==> config.mk <==
export PLATFORM = sky130hd
export DESIGN_NAME = sram_stream_adapter
export DESIGN_NICKNAME = d
export VERILOG_FILES = /design/src/rtl/sram_adapter_pkg.sv /design/src/rtl/sram_rsp_fifo.sv /design/src/rtl/sram_stream_adapter.sv
export SDC_FILE = /design/constraint.sdc
export NUM_CORES = 1
export LEC_CHECK = 0
export BUFFER_PORTS_ARGS = -buffer_cell sky130_fd_sc_hd__buf_4
export CORE_UTILIZATION = 47
export CTS_CLUSTER_SIZE = 14
export DETAILED_ROUTE_END_ITERATION = 8
export PLACE_DENSITY = 0.81
export SETUP_SLACK_MARGIN = 0.4
export SLEW_MARGIN = 0
export SYNTH_ARGS = -nofsm -noshare
export SYNTH_HDL_FRONTEND = slang
export SYNTH_SLANG_ARGS = --single-unit
==> constraint.sdc <==
create_clock -name clk_i -period 5.5 [get_ports clk_i]
set_clock_uncertainty 0.15 [all_clocks]
set_input_delay 0.55 -clock clk_i [delete_from_list [all_inputs] [get_ports clk_i]]
set_output_delay 0.55 -clock clk_i [all_outputs]
set_load 0.005 [all_outputs]
==> src/rtl/sram_adapter_pkg.sv <==
// sram_adapter_pkg: constants and helpers shared by the SRAM stream adapter
// and its response FIFO.
package sram_adapter_pkg;

    localparam int MAX_SRAM_LATENCY = 4;

    function automatic int cnt_width(input int depth);
        return $clog2(depth + 1);
    endfunction

endpackage

==> src/rtl/sram_rsp_fifo.sv <==
// sram_rsp_fifo: fall-through response FIFO. A push into an empty FIFO is visible
// on rdata in the same cycle and is not stored if it is popped in that cycle.
module sram_rsp_fifo
    import sram_adapter_pkg::*;
#(
    parameter int WIDTH = 8,
    parameter int DEPTH = 2
) (
    input  logic             clk_i,
    input  logic             rst_ni,
    input  logic             push,
    input  logic [WIDTH-1:0] wdata,
    input  logic             pop,
    output logic [WIDTH-1:0] rdata,
    output logic             full,
    output logic             empty
);

    localparam int PW = DEPTH > 1 ? $clog2(DEPTH) : 1;
    localparam int CW = cnt_width(DEPTH);
    localparam logic [PW-1:0] LAST = PW'(DEPTH - 1);
    localparam logic [CW-1:0] FULL_C = CW'(DEPTH);

    logic [WIDTH-1:0] mem [DEPTH];
    logic [PW-1:0]    rd_ptr, wr_ptr;
    logic [CW-1:0]    count;
    logic             stored_empty, wr_en, rd_en;

    assign stored_empty = (count == '0);
    assign empty        = stored_empty & ~push;
    assign full         = (count == FULL_C);
    assign rdata        = stored_empty ? wdata : mem[rd_ptr];
    assign wr_en        = push & ~(stored_empty & pop);
    assign rd_en        = pop & ~stored_empty;

    // Pointers wrap explicitly so DEPTH need not be a power of two.
    always_ff @(posedge clk_i or negedge rst_ni) begin
        if (!rst_ni) begin
            rd_ptr <= '0;
            wr_ptr <= '0;
            count  <= '0;
        end else begin
            if (wr_en) wr_ptr <= (wr_ptr == LAST) ? '0 : wr_ptr + 1'b1;
            if (rd_en) rd_ptr <= (rd_ptr == LAST) ? '0 : rd_ptr + 1'b1;
            count <= count + CW'(wr_en) - CW'(rd_en);
        end
    end

    always_ff @(posedge clk_i) begin
        if (wr_en) mem[wr_ptr] <= wdata;
    end

endmodule

==> src/rtl/sram_stream_adapter.sv <==
// sram_stream_adapter: valid/ready front-end for a fixed-latency SRAM macro with
// credit-protected response FIFO. Define SRAM_ADAPTER_WRITE_ACK_EN for write acks.
module sram_stream_adapter
    import sram_adapter_pkg::*;
#(
    parameter int DATA_WIDTH   = 64,
    parameter int USER_WIDTH   = 1,
    parameter int NUM_WORDS    = 1024,
    parameter int SRAM_LATENCY = 1,
    parameter int RSP_DEPTH    = 2
) (
    input  logic                         clk_i,
    input  logic                         rst_ni,
    input  logic                         req_valid_i,
    output logic                         req_ready_o,
    input  logic                         req_we_i,
    input  logic [$clog2(NUM_WORDS)-1:0] req_addr_i,
    input  logic [DATA_WIDTH-1:0]        req_wdata_i,
    input  logic [(DATA_WIDTH+7)/8-1:0]  req_be_i,
    input  logic [USER_WIDTH-1:0]        req_wuser_i,
    output logic                         rsp_valid_o,
    input  logic                         rsp_ready_i,
    output logic [DATA_WIDTH-1:0]        rsp_rdata_o,
    output logic [USER_WIDTH-1:0]        rsp_ruser_o,
    output logic                         rsp_write_o,
    output logic                         sram_req_o,
    output logic                         sram_we_o,
    output logic [$clog2(NUM_WORDS)-1:0] sram_addr_o,
    output logic [DATA_WIDTH-1:0]        sram_wdata_o,
    output logic [(DATA_WIDTH+7)/8-1:0]  sram_be_o,
    output logic [USER_WIDTH-1:0]        sram_wuser_o,
    input  logic [DATA_WIDTH-1:0]        sram_rdata_i,
    input  logic [USER_WIDTH-1:0]        sram_ruser_i
);

    localparam int CW = cnt_width(RSP_DEPTH);
    localparam logic [CW-1:0] DEPTH_C = CW'(RSP_DEPTH);

    typedef struct packed {
        logic [DATA_WIDTH-1:0] rdata;
        logic [USER_WIDTH-1:0] ruser;
        logic                  write;
    } rsp_t;

    logic [CW-1:0]           outstanding;
    logic [SRAM_LATENCY-1:0] tag_v;
    logic                    issue, take, rsp_fire, fifo_full, fifo_empty;
    rsp_t                    push_rsp, head;

    // Ready comes only from the registered credit count, never from rsp_ready_i.
    assign req_ready_o  = outstanding < DEPTH_C;
    assign issue        = req_valid_i & req_ready_o;
    assign sram_req_o   = issue;
    assign sram_we_o    = req_we_i;
    assign sram_addr_o  = req_addr_i;
    assign sram_wdata_o = req_wdata_i;
    assign sram_be_o    = req_be_i;
    assign sram_wuser_o = req_wuser_i;
    assign rsp_valid_o  = ~fifo_empty;
    assign rsp_fire     = rsp_valid_o & rsp_ready_i;
    assign rsp_rdata_o  = head.rdata;
    assign rsp_ruser_o  = head.ruser;
    assign rsp_write_o  = head.write;

`ifdef SRAM_ADAPTER_WRITE_ACK_EN
    logic [SRAM_LATENCY-1:0] tag_w;

    assign take     = issue;
    assign push_rsp = tag_w[SRAM_LATENCY-1]
                    ? '{rdata: '0, ruser: '0, write: 1'b1}
                    : '{rdata: sram_rdata_i, ruser: sram_ruser_i, write: 1'b0};

    always_ff @(posedge clk_i or negedge rst_ni) begin
        if (!rst_ni) tag_w <= '0;
        else         tag_w <= SRAM_LATENCY'({tag_w, issue & req_we_i});
    end
`else
    assign take     = issue & ~req_we_i;
    assign push_rsp = '{rdata: sram_rdata_i, ruser: sram_ruser_i, write: 1'b0};
`endif

    always_ff @(posedge clk_i or negedge rst_ni) begin
        if (!rst_ni) begin
            tag_v       <= '0;
            outstanding <= '0;
        end else begin
            tag_v       <= SRAM_LATENCY'({tag_v, take});
            outstanding <= outstanding + CW'(take) - CW'(rsp_fire);
        end
    end

    sram_rsp_fifo #(
        .WIDTH($bits(rsp_t)),
        .DEPTH(RSP_DEPTH)
    ) u_fifo (
        .clk_i (clk_i),
        .rst_ni(rst_ni),
        .push  (tag_v[SRAM_LATENCY-1]),
        .wdata (push_rsp),
        .pop   (rsp_ready_i),
        .rdata (head),
        .full  (fifo_full),
        .empty (fifo_empty)
    );

    // Credits guarantee a returning beat always finds room.
    always @(posedge clk_i) begin
        if (rst_ni && tag_v[SRAM_LATENCY-1] && !rsp_fire) assert (!fifo_full);
    end

endmodule

# [Word-level counts from Yosys, hierarchy flattened]
# Memory sizes are Yosys's and may differ from the RTL's.
# Index checks and enable logic that the tools add are counted.
[classes] add_sub_neg=6 order_cmp=1 mux=5 bitwise_logic=12 reduce_logical=1
[ops] operator="66-bit two-way mux" n=1
[ops] operator="1-bit bitwise AND" n=7
[ops] operator="1-bit inverter" n=5
[ops] operator="2-bit by 1-bit adder with 2-bit output" n=2
[ops] operator="1-bit two-way mux" n=4
[ops] operator="2-bit by 1-bit subtractor with 2-bit output" n=2
[ops] operator="1-bit adder (second input constant)" n=2
[ops] operator="2-bit zero test" n=1
[ops] operator="2-bit < comparator (second input constant)" n=1
[totals] reg_bits=7 ramBits=130 input_bits=153 out_inout_bits=153 elab_cells=31 n_memories=1
[mem_list] name="u_fifo.mem" words=2 width=65 read_ports=1 rd_ports_with_merged_regs=0 write_ports=1 line="sram_rsp_fifo.sv:24" source="logic [WIDTH-1:0] mem [DEPTH];"

# [Longest topological paths before layout]
[depth] depth_word=6 mapped_depth=9 ltp_nobuf=7

# [Modules after synthesis]
# A second synthesis with hierarchy kept.
[unflattened] hier_cells=471 area_unflattened_um2=6588.8
[by_module_without_submodules] mod="sram_rsp_fifo" instances=1 cells_per_inst=373 area_per_inst_um2=5788.1 seq_area_each_um2=4063.9
[by_module_without_submodules] mod="sram_stream_adapter" instances=1 cells_per_inst=98 area_per_inst_um2=800.8 seq_area_each_um2=75.1

# [Worst setup path before layout]
# Ideal clock, no wire load.
[synth_path] path_kind="input to register" start="input port rsp_ready_i" end="memory u_fifo.mem[0][0] (netlist name), enable pin" arrival_time_ps=3443 slack_ps=1419 path_stages=2 path_buffers=0 path_cell_list="nor3b_1 -> nor2_1"
[synth_via] elab_chain_len=5
[synth_rtl] item="from (decl)" line="sram_stream_adapter.sv:22" source="input logic rsp_ready_i,"
[synth_rtl] item="1-bit bitwise AND" line="sram_rsp_fifo.sv:33" source="assign wr_en = push & ~(stored_empty & pop);"
[synth_rtl] item="1-bit inverter" line="sram_rsp_fifo.sv:33"
[synth_rtl] item="1-bit bitwise AND" line="sram_rsp_fifo.sv:33"
[synth_rtl] item="1-bit two-way mux" line="sram_rsp_fifo.sv:50" source="if (wr_en) mem[wr_ptr] <= wdata;"
[synth_rtl] item="1-bit two-way mux (implied by the code)" line="sram_rsp_fifo.sv:50"
[synth_rtl] item="to (decl)" line="sram_rsp_fifo.sv:24"
# Every way passes these cells.

# [Worst setup path in the final report]
[layout_path] start="register u_fifo.count[0]" end="output port rsp_rdata_o[3]"
[layout_via] elab_chain_len=2
[layout_rtl] item="from (decl)" line="sram_rsp_fifo.sv:26" source="logic [CW-1:0] count;"
[layout_rtl] item="from (signal assigned)" line="sram_rsp_fifo.sv:45" source="count <= count + CW'(wr_en) - CW'(rd_en);"
[layout_rtl] item="2-bit zero test" line="sram_rsp_fifo.sv:29" source="assign stored_empty = (count == '0);"
[layout_rtl] item="66-bit two-way mux" line="sram_rsp_fifo.sv:32" source="assign rdata = stored_empty ? wdata : mem[rd_ptr];"
[layout_rtl] item="to (decl)" line="sram_stream_adapter.sv:23" source="output logic [DATA_WIDTH-1:0] rsp_rdata_o,"
# Every way passes these cells.

==> flow_summary.ini <==
[pwr]
power_frac_comb = 0.343
p_sw_mw = 1.26
internal-power_mw = 2.71
clkPwrFrac = 0.280
leakagePower_nw = 2.88
irDropWorstVdd_uv = 231
pwr-share-seq = 0.377
p_sw_frac = 0.318
power_density_nw_per_um2 = 530
power_mw = 3.97

[setup_path]
arrival_ns = 3.09
regToRegStartpoint = u_fifo.count[0]
worstSetupPathType = register to output pin
path_buf_inv = 3
r2r_end = u_fifo.mem[1][52]
critPathRequiredTime_ns = 4.80
path_cells = buf_4 -> or2_2 -> buf_4 -> a21oi_1 -> buf_4
critPathCaptureType = output pin
cp_top_family = buffers and inverters
critPathMaxFanout = 41
start_kind = register
critPathSlowestCell = dfrtp_2
crit_path_frequent_cell = buf_4
rrSetupSlack_ns = 2.62
critPathMaxStageDelay_ns = 0.72
ff2ff_path_depth = 3

[synthesis]
synth_nets = 635
synth_xor_xnor_area_share = 0.00681
ys_seq_elements = 137
ys_seq_area_frac = 0.635
yosysTopAreaCellShare = 0.607
synthDistinctLibCells = 25
yosysTopAreaCell = edfxtp_1
synth_area_per_cell_sq_um = 13.4
synth-compound-area-share = 0.0528
syn_inst = 478
synth.area.mux_share = 0.101
yosys.area_share.simple = 0.0631
mappedNetlistArea_sq_um = 6430
yosys_warnings = 0
synth_top_family_by_area = buffers and inverters
async_flop_share = 0.0511
synthTopCellsByArea = edfxtp_1 (61%), buf_4 (11%), mux2i_1 (10%)
synthAdderAreaFrac = 0.00779
synthFlopType = edfxtp_1
synth_edf_count = 130

[clock_tree]
cts_buffer_depth = 2
cts_tree = done
clk_latency_ns = 0.40
htreeDepth = 4
cts.sinks = 137
root_buffer = clkbuf_16
cts_made_buffers = 17
postCtsSetupBuffers = 0
path_clk_slew_ns = 0.06

[grt]
grt_pass1_wl_mm = 20.8
grt_overflow_total = 0
antenna_found_initial = 0
grt_start_max_net_pins = 67
grt_pass1_vias = 4019
gr-usage-all-layers = 0.191

[sta]
fin_crit_sh = 0.690
worst_pin_slew_ns = 1.16
period_needed_ns = 3.79
rsz0062_at_grt = no
setup_tns_ns = 0
holdWs_ns = 0.159
setup_viol = 0
relSlewSlack = 0.224
hold_viol = 0
report.final.slew_viol_count = 0
max_freq_ghz = 0.264

[die]
die_y_um = 119
start_util = 0.483
die_w_um = 119
dieArea_sq_um = 14100
io_pins = 306
row_count = 42
core_sq_um = 13300

[cells_and_area]
fin_nets = 682
layout.cells.non_filler = 714
area_delta_synth_final_pct = 16.6
final_layout_size_suffix_gt1_frac = 0.329
layout_common_cells = buf_4 (143), edfxtp_1 (130), mux2i_1 (65), nor3_1 (65), a21oi_1 (65)
final_area_sq_um = 7500
diodes = 0
layout_commonest_cell = buf_4

[routing]
route.antenna.remaining_nets = 0
vias_per_cell = 5.39
drc_errors = 0
vias = 3849
dr.pass1.iters = 4
wl_mm = 13.2
wl_per_cell_um = 18.5
drtIter0Drc = 297

[place]
io_buffer_count = 138
dp_cells = 681
placed_cell_area_sq_um = 6900
gp_congestion = 0.753
hpwl_mm = 8.63

[worst_hold_path]
hp-start = req_we_i
hold_path_depth = 2
hold_end = tag_v
hold_path.class = input port to register

[run_status]
status = completed

[flow_run]
drv_cap = 0
## power groups by stage
stage,Clock (mW),Combinational [mW],Sequential [mW]
2_1_floorplan,0,0.978,1.33
3_3_place_gp,0,1.34,1.51
3_5_place_dp,0,1.37,1.52
4_1_cts,1.13,1.38,1.50
5_1_grt,1.17,1.49,1.52
6_report,1.11,1.36,1.50
## area by class of cell
type / count / area, sq um
inverters: 5 / 18.8
clock buffers: 20 / 437
well taps: 176 / 220
repair buffers: 144 / 1080
flip-flops and latches: 137 / 4090
clock inverters: 12 / 151
multi-input cells: 220 / 1500
fillers: 1083 / 5800
## metrics by stage
stage                     utilization  setup slack (ns)
final                           0.564              1.71
after global routing            0.564              1.55
after CTS                       0.564              1.74
after detailed placement        0.519              2.19
after global placement          0.519              2.26
after floorplan                     -              1.42
## worst max-delay path by stage
stage                          startpoint  slack [ns]  cells after the start               end
final                     u_fifo.count[0]        1.71                      5    rsp_rdata_o[3]
after global routing      u_fifo.count[0]        1.55                      5    rsp_rdata_o[3]
after CTS                 u_fifo.count[0]        1.74                      5   rsp_rdata_o[51]
after detailed placement  u_fifo.count[0]        2.19                      5   rsp_rdata_o[51]
after global placement    u_fifo.count[0]        2.26                      5   rsp_rdata_o[51]
after floorplan               rsp_ready_i        1.42                      2  u_fifo.mem[0][0]
## timing repair
item | in CTS | in global routing
hold endpoints to repair | 7 | 0
resized for setup | 0 | 0
hold buffers | 1 | 0
## synth_stat cells (3+ instances only)
cell        n
clkbuf_1   11
nor3_1     65
nor2b_1     3
nand2b_1    3
mux2i_1    65
ha_1        4
xnor2_1     5
buf_4      91
edfxtp_1  130
inv_1       5
buf_6       7
dfrtp_1     7
buf_2       6
a21oi_1    65
## state kept, by name (all words and copies together), names as in the netlist
| name | flops |
|---|---|
| u_fifo.mem | 130 |
| outstanding | 2 |
| u_fifo.count | 2 |
| tag_v | 1 |
| u_fifo.rd_ptr | 1 |
| u_fifo.wr_ptr | 1 |
## layer usage
| metal | wire length [um] | GRT usage | share of wire | vias to the layer above |
|---|---|---|---|---|
| met4 | 178 | 0.0752 | 0.013 | 0 |
| met3 | 1180 | 0.0690 | 0.089 | 31 |
| met2 | 6510 | 0.307 | 0.49 | 201 |
| li1 | - | - | - | 1768 |
| met5 | 0 | 0 | 0 | - |
| met1 | 5370 | 0.235 | 0.41 | 1849 |
## kinds of logic after synthesis
| group | count (synthesis) |
|---|---|
| other cells | 1 |
| fa+ha+maj | 4 |
| simple gates | 78 |
| flops | 137 |
| xor+xnor | 5 |
| mux | 65 |
| compound gates | 67 |
| buf+inv | 121 |
No activity file was read; power rests on OpenSTA's default activity.
